<file path="config.mk">
export PLATFORM = sky130hd
export DESIGN_NAME = uart_param_core
export DESIGN_NICKNAME = d
export VERILOG_FILES = /design/src/rtl/uart_param_core.sv
export SDC_FILE = /design/constraint.sdc
export NUM_CORES = 1
export LEC_CHECK = 0
export CAP_MARGIN = 15
export CORE_MARGIN = 3
export CORE_UTILIZATION = 25
export CTS_CLUSTER_DIAMETER = 40
export DETAILED_ROUTE_END_ITERATION = 12
export PLACE_DENSITY = 0.39
export SETUP_SLACK_MARGIN = 0.05
export SYNTH_ARGS = -nofsm -noshare
export SYNTH_HDL_FRONTEND = slang
export SYNTH_SLANG_ARGS = --single-unit
export TNS_END_PERCENT = 30
</file>
<file path="constraint.sdc">
create_clock -name Clock_In -period 2.3 [get_ports Clock_In]
set_input_delay 0.46 -clock Clock_In [delete_from_list [all_inputs] [get_ports Clock_In]]
set_output_delay 0.46 -clock Clock_In [all_outputs]
set_load 0.005 [all_outputs]
</file>
<file path="src/rtl/uart_param_core.sv">
// uart_param_core: parametrised UART with baud tick generator, transmitter and oversampled receiver.
// Latency: Tx_out falls one cycle after Tx_valid&Tx_ready; Rx_valid pulses one cycle at mid final stop bit.
// Backpressure: Tx_ready is low while a TX frame is in flight; RX has none, an unread word is overwritten.
// Build option: define UART_LOOPBACK_EN to feed the receiver from Tx_out instead of Rx_in.
module uart_param_core #(
  parameter int DATA_WIDTH  = 32,
  parameter int CLK_DIV     = 16,
  parameter int OVERSAMPLE  = 16,
  parameter int PARITY_MODE = 1,
  parameter int STOP_BITS   = 1
) (
  input  logic                  Clock_In,
  input  logic                  Reset,
  input  logic [DATA_WIDTH-1:0] Tx_data,
  input  logic                  Tx_valid,
  output logic                  Tx_ready,
  output logic                  Tx_out,
  input  logic                  Rx_in,
  output logic [DATA_WIDTH-1:0] Rx_data,
  output logic                  Rx_valid,
  output logic                  Parity_Error,
  output logic                  Stop_Error,
  output logic                  Tx_busy,
  output logic                  Rx_busy
);

  localparam int DivW = (CLK_DIV > 1) ? $clog2(CLK_DIV) : 1;
  localparam int PhW  = $clog2(OVERSAMPLE);
  localparam int BitW = (DATA_WIDTH > 1) ? $clog2(DATA_WIDTH) : 1;
  localparam logic [DivW-1:0] DivLast = DivW'(CLK_DIV - 1);
  localparam logic [PhW-1:0]  PhLast  = PhW'(OVERSAMPLE - 1);
  localparam logic [PhW-1:0]  PhHalf  = PhW'(OVERSAMPLE / 2 - 1);
  localparam logic [BitW-1:0] BitLast = BitW'(DATA_WIDTH - 1);
  localparam logic            StopLast = (STOP_BITS == 2);
  localparam logic            ParOdd   = (PARITY_MODE == 2);

  typedef enum logic [2:0] {S_IDLE, S_START, S_DATA, S_PARITY, S_STOP} state_e;

  logic [DivW-1:0]       div_q;
  logic                  tick;
  state_e                tx_st_q;
  logic [PhW-1:0]        tx_ph_q;
  logic [BitW-1:0]       tx_bit_q;
  logic                  tx_stop_q;
  logic [DATA_WIDTH-1:0] tx_sh_q, tx_sh_d;
  logic                  tx_par_q, tx_out_q, tx_ready_q, tx_busy_q;
  logic                  rx_src, rx_meta_q, rx_sync_q;
  state_e                rx_st_q;
  logic [PhW-1:0]        rx_ph_q;
  logic [BitW-1:0]       rx_bit_q;
  logic                  rx_stop_q;
  logic [DATA_WIDTH-1:0] rx_sh_q, rx_sh_d, rx_data_q;
  logic                  rx_perr_q, rx_serr_q, rx_vld_q, perr_q, serr_q, rx_busy_q;

  assign tick    = (div_q == DivLast);
  assign tx_sh_d = tx_sh_q >> 1;

  // Free-running oversample tick: one-cycle pulse every CLK_DIV clocks.
  always_ff @(posedge Clock_In or negedge Reset) begin
    if (!Reset)    div_q <= '0;
    else if (tick) div_q <= '0;
    else           div_q <= div_q + DivW'(1);
  end

  // TX FSM: latch word on handshake, then shift start/data/parity/stop, one bit per OVERSAMPLE ticks.
  always_ff @(posedge Clock_In or negedge Reset) begin
    if (!Reset) begin
      tx_st_q    <= S_IDLE;
      tx_ph_q    <= '0;
      tx_bit_q   <= '0;
      tx_stop_q  <= 1'b0;
      tx_sh_q    <= '0;
      tx_par_q   <= 1'b0;
      tx_out_q   <= 1'b1;
      tx_ready_q <= 1'b1;
      tx_busy_q  <= 1'b0;
    end else if (tx_st_q == S_IDLE) begin
      if (Tx_valid && tx_ready_q) begin
        tx_sh_q    <= Tx_data;
        tx_par_q   <= (^Tx_data) ^ ParOdd;
        tx_st_q    <= S_START;
        tx_ph_q    <= '0;
        tx_out_q   <= 1'b0;
        tx_ready_q <= 1'b0;
        tx_busy_q  <= 1'b1;
      end
    end else if (tick) begin
      if (tx_ph_q != PhLast) begin
        tx_ph_q <= tx_ph_q + PhW'(1);
      end else begin
        tx_ph_q <= '0;
        case (tx_st_q)
          S_START: begin
            tx_st_q  <= S_DATA;
            tx_bit_q <= '0;
            tx_out_q <= tx_sh_q[0];
          end
          S_DATA: begin
            tx_sh_q <= tx_sh_d;
            if (tx_bit_q == BitLast) begin
              if (PARITY_MODE != 0) begin
                tx_st_q  <= S_PARITY;
                tx_out_q <= tx_par_q;
              end else begin
                tx_st_q   <= S_STOP;
                tx_stop_q <= 1'b0;
                tx_out_q  <= 1'b1;
              end
            end else begin
              tx_bit_q <= tx_bit_q + BitW'(1);
              tx_out_q <= tx_sh_d[0];
            end
          end
          S_PARITY: begin
            tx_st_q   <= S_STOP;
            tx_stop_q <= 1'b0;
            tx_out_q  <= 1'b1;
          end
          S_STOP: begin
            if (tx_stop_q == StopLast) begin
              tx_st_q    <= S_IDLE;
              tx_ready_q <= 1'b1;
              tx_busy_q  <= 1'b0;
            end else begin
              tx_stop_q <= 1'b1;
            end
          end
          default: tx_st_q <= S_IDLE;
        endcase
      end
    end
  end

`ifdef UART_LOOPBACK_EN
  assign rx_src = tx_out_q;
`else
  assign rx_src = Rx_in;
`endif

  // Two-flop synchroniser on the asynchronous serial input; idles high.
  always_ff @(posedge Clock_In or negedge Reset) begin
    if (!Reset) begin
      rx_meta_q <= 1'b1;
      rx_sync_q <= 1'b1;
    end else begin
      rx_meta_q <= rx_src;
      rx_sync_q <= rx_meta_q;
    end
  end

  // Incoming bit lands in the MSB; after DATA_WIDTH shifts the first bit sits in the LSB.
  always_comb begin
    rx_sh_d                 = rx_sh_q >> 1;
    rx_sh_d[DATA_WIDTH-1]   = rx_sync_q;
  end

  // RX FSM: half-bit start check rejects glitches, then mid-bit samples; publish at last stop sample.
  always_ff @(posedge Clock_In or negedge Reset) begin
    if (!Reset) begin
      rx_st_q   <= S_IDLE;
      rx_ph_q   <= '0;
      rx_bit_q  <= '0;
      rx_stop_q <= 1'b0;
      rx_sh_q   <= '0;
      rx_perr_q <= 1'b0;
      rx_serr_q <= 1'b0;
      rx_data_q <= '0;
      rx_vld_q  <= 1'b0;
      perr_q    <= 1'b0;
      serr_q    <= 1'b0;
      rx_busy_q <= 1'b0;
    end else begin
      rx_vld_q <= 1'b0;
      case (rx_st_q)
        S_IDLE: begin
          if (!rx_sync_q) begin
            rx_st_q   <= S_START;
            rx_ph_q   <= '0;
            rx_busy_q <= 1'b1;
          end
        end
        S_START: begin
          if (tick) begin
            if (rx_ph_q != PhHalf) begin
              rx_ph_q <= rx_ph_q + PhW'(1);
            end else begin
              rx_ph_q <= '0;
              if (rx_sync_q) begin
                rx_st_q   <= S_IDLE;
                rx_busy_q <= 1'b0;
              end else begin
                rx_st_q   <= S_DATA;
                rx_bit_q  <= '0;
                rx_perr_q <= 1'b0;
                rx_serr_q <= 1'b0;
              end
            end
          end
        end
        default: begin
          if (tick) begin
            if (rx_ph_q != PhLast) begin
              rx_ph_q <= rx_ph_q + PhW'(1);
            end else begin
              rx_ph_q <= '0;
              if (rx_st_q == S_DATA) begin
                rx_sh_q <= rx_sh_d;
                if (rx_bit_q == BitLast) begin
                  rx_stop_q <= 1'b0;
                  rx_st_q   <= (PARITY_MODE != 0) ? S_PARITY : S_STOP;
                end else begin
                  rx_bit_q <= rx_bit_q + BitW'(1);
                end
              end else if (rx_st_q == S_PARITY) begin
                rx_perr_q <= rx_sync_q ^ (^rx_sh_q) ^ ParOdd;
                rx_st_q   <= S_STOP;
              end else if (rx_stop_q == StopLast) begin
                rx_data_q <= rx_sh_q;
                perr_q    <= rx_perr_q;
                serr_q    <= rx_serr_q | ~rx_sync_q;
                rx_vld_q  <= 1'b1;
                rx_st_q   <= S_IDLE;
                rx_busy_q <= 1'b0;
              end else begin
                rx_serr_q <= rx_serr_q | ~rx_sync_q;
                rx_stop_q <= 1'b1;
              end
            end
          end
        end
      endcase
    end
  end

  assign Tx_out       = tx_out_q;
  assign Tx_ready     = tx_ready_q;
  assign Tx_busy      = tx_busy_q;
  assign Rx_data      = rx_data_q;
  assign Rx_valid     = rx_vld_q;
  assign Parity_Error = perr_q;
  assign Stop_Error   = serr_q;
  assign Rx_busy      = rx_busy_q;

endmodule
</file>
==> metrics.csv <==
metric;value;unit
numPortBuffers;74;
worstPathArrival;2.44;ns
rows;58;
wl_per_cell;13.9;µm
grt-ovfl-total;0;
cts_buffers;17;
clock_path_buffers;2;
post-cts-setup-buffer-count;0;
crit_type;reg2reg;
seqPwrFrac;0.410;
slew_viol_final;0;
period_minus_slack;2.10;ns
critPathLaunch;rx_bit_q[0]$_DFFE_PN0P_;
clk_pin_slew;0.06;ns
crit_slowest_cell;dfrtp_1;
timing.fmax;0.475;GHz
routed_via_density;4.26;
core;0.0253;mm²
htreeDepth;4;
p_switching;1240;µW
status;finished with violations;
maxCapViolCount;0;
critical_path.endpoint;rx_bit_q[3]$_DFFE_PN0P_;
drtIter0Drc;222;
grt_max_degree;64;
pwr-share-comb;0.051;
p_clk_frac;0.539;
power_density;711;mW/mm²
wirelength;13.5;mm
period_share;0.915;
yosysTopAreaCell;dfrtp_1;
drtPass1Iterations;4;
regArea;0.00343;mm²
vias;4140;
syn2layout_area_growth;28.5;%
critPathRequiredTime;2.64;ns
grt.total_usage;0.103;
r2r_cells;8;
cpMostUsedCell;ha_1;
layout-drive-gt1-share;0.178;
whs;-0.00260;ns
fin_ws;0.197;ns
violations;hold timing;
layout.cells.non_filler;971;
drc;0;
rsz0062_at_grt;true;
avgSynthCellArea;11.7;µm²
rr_endpoint;rx_bit_q[3]$_DFFE_PN0P_;
dp.cells;939;
antenna_found_initial;0;
multi_input_area;0.00286;mm²
grt_pass1_wl;23.2;mm
swShare;0.211;
die_area;0.0277;mm²
synth_cell_types;47;
max_slew.worst_pin.slew;0.604;ns
setup_viol;0;
crit_path_start_kind;flip-flop;
ys_seq_elements;137;
synthesis.nets;593;
ys_seq_area_frac;0.533;
r2r_start;rx_bit_q[0]$_DFFE_PN0P_;
critPathTopFamily;simple AND/OR/NAND/NOR gates;
hold_viol_final;9;
synth_top_area_frac;0.517;
synth_most_common_cell;dfrtp_1;
path_buf_inv;0;
skew;0.00808;ns
final.fill_count;2573;
start_util;0.255;
grt_pass1_vias;4317;
syn_area;0.00644;mm²
critPathCaptureType;flip-flop;
dpl_worst_slack;0.198;ns
diodes;0;
cts.sinks;137;
power_leakage;0.00366;µW
synth_top_flop_cell;dfrtp_1;
worst-r2r-setup-slack;0.20;ns
design.portCount;75;
slew_headroom;0.594;
syn_inst;550;
die_h;167;µm
p_int;4650;µW
cts_tree;yes;
synthTopCellsByCount;dfrtp_1 (133), mux2_2 (58), xnor2_1 (57);
hold_path.class;in2async;
setup_tns;0;ns
cpPeakStageDelay;0.41;ns
die_w;167;µm
yosysWarnings;0;
synth-edff-count;0;
async_flop_share;1.00;
crit_path_max_fanout;8;
routabilityCongestion;0.743;
dp_hpwl;9.13;mm
antenna_left;0;
cp.depth;8;
path_cells;ha_1, and3_1, ha_1, nand2b_1, nor4_4, o221ai_4, or3_1, a21oi_1;
vdd_drop_max;0.368;mV
insertion_delay;0.42;ns
cts.root.buffer_cell;clkbuf_16;
nets;671;
synthTopCellsByArea;dfrtp_1 (52%), mux2_2 (10%), xnor2_1 (7.7%);
power by group through the flow:
| stage | registers [µW] | logic (µW) | clock network (µW) |
|---|---|---|---|
| floorplan | 2460 | 149 | 0 |
| global placement | 2460 | 310 | 0 |
| detailed placement | 2460 | 310 | 0 |
| CTS | 2410 | 312 | 3270 |
| global route | 2410 | 332 | 3370 |
| finish | 2420 | 301 | 3170 |
placed cells by master (no fill, tap or decap), types with 4 or more instances in the layout:
master and count:
inv_1 12, mux2_2 58, ha_1 7, clkdlybuf4s50_1 73, clkinv_4 4, dfrtp_1 133, dfstp_2 4, a21oi_1 45
nand2_1 24, nor2b_1 5, mux2i_1 32, xor2_1 9, xnor2_1 57, nor2_1 54, bufinv_16 6, nor3_1 4
buf_4 6, mux2_1 9, nand3_1 9, and3_1 4, clkbuf_16 17, o21ai_0 20
repair_timing:
| item | 4_1_cts | 5_1_grt |
|---|---|---|
| resized for setup | 0 | 1 |
| hold buffers | 0 | 0 |
| setup endpoints to repair | 0 | 2 |
cell families after synthesis:
| family | Yosys count | synth area share |
|---|---|---|
| flip-flops | 137 | 0.533 |
| multiplexers | 99 | 0.167 |
| adder cells (fa/ha/maj) | 7 | 0.0136 |
| XOR/XNOR | 67 | 0.0932 |
| AND/OR/NAND/NOR | 123 | 0.0946 |
| buffers and inverters | 36 | 0.0266 |
| AO/OA/AOI/OAI | 81 | 0.0723 |
worst min-delay path by stage:
stage / startpoint / to / slack, ns / cells after the start
after floorplan: Reset / Parity_Error$_DFFE_PN0P_ / 0.16 / 0
after global placement: rx_meta_q$_DFF_PN1_ / rx_sync_q$_DFF_PN1_ / 0.35 / 0
after detailed placement: rx_meta_q$_DFF_PN1_ / rx_sync_q$_DFF_PN1_ / 0.35 / 0
after CTS: Reset / tx_bit_q[0]$_DFFE_PN0P_ / 0.003 / 1
after global routing: Reset / tx_bit_q[2]$_DFFE_PN0P_ / 0.02 / 1
final: Reset / Tx_busy$_DFFE_PN0P_ / -0.003 / 1
per-stage QoR:
step	total power, µW	area [µm²]	hold slack [ns]	utilization
2_1_floorplan	2610	6440	0.164	-
3_3_place_gp	2770	7590	0.354	0.300
3_5_place_dp	2770	7590	0.350	0.300
4_1_cts	5990	8270	0.00322	0.328
5_1_grt	6120	8280	0.0201	0.328
6_report	5890	8280	-0.00260	0.328
registers in the layout, indices dropped and copies added, names as in the netlist, 3 cells and up:
register	count
rx_ph_q	4
rx_st_q	3
tx_ph_q	4
tx_st_q	3
tx_bit_q	5
tx_sh_q	32
rx_sh_q	32
Rx_data	32
rx_bit_q	5
div_q	4
worst reg2reg max path, delay by kind of cell (launching register included):
kind            cells  cell delay (ns)
simple gates        4             0.90
compound gates      2             0.32
fa+ha+maj           2             0.39
flops               1             0.41
cell type report:
| type | count | area share |
|---|---|---|
| multi-input combinational | 377 | 0.345 |
| clock buffer | 19 | 0.0535 |
| tap | 330 | 0.0499 |
| timing repair buffer | 83 | 0.102 |
| clock inverter | 13 | 0.0290 |
| inverter | 12 | 0.00544 |
| sequential | 137 | 0.415 |
routing by layer:
| layer | vias to the layer above | routed length (µm) | track usage |
|---|---|---|---|
| met5 | - | 0 | 0 |
| met4 | 0 | 242 | 0.0380 |
| met3 | 15 | 483 | 0.0335 |
| met2 | 57 | 6080 | 0.153 |
| met1 | 2012 | 6710 | 0.140 |
| li1 | 2056 | - | - |
Power figures use the tool's default switching activity.
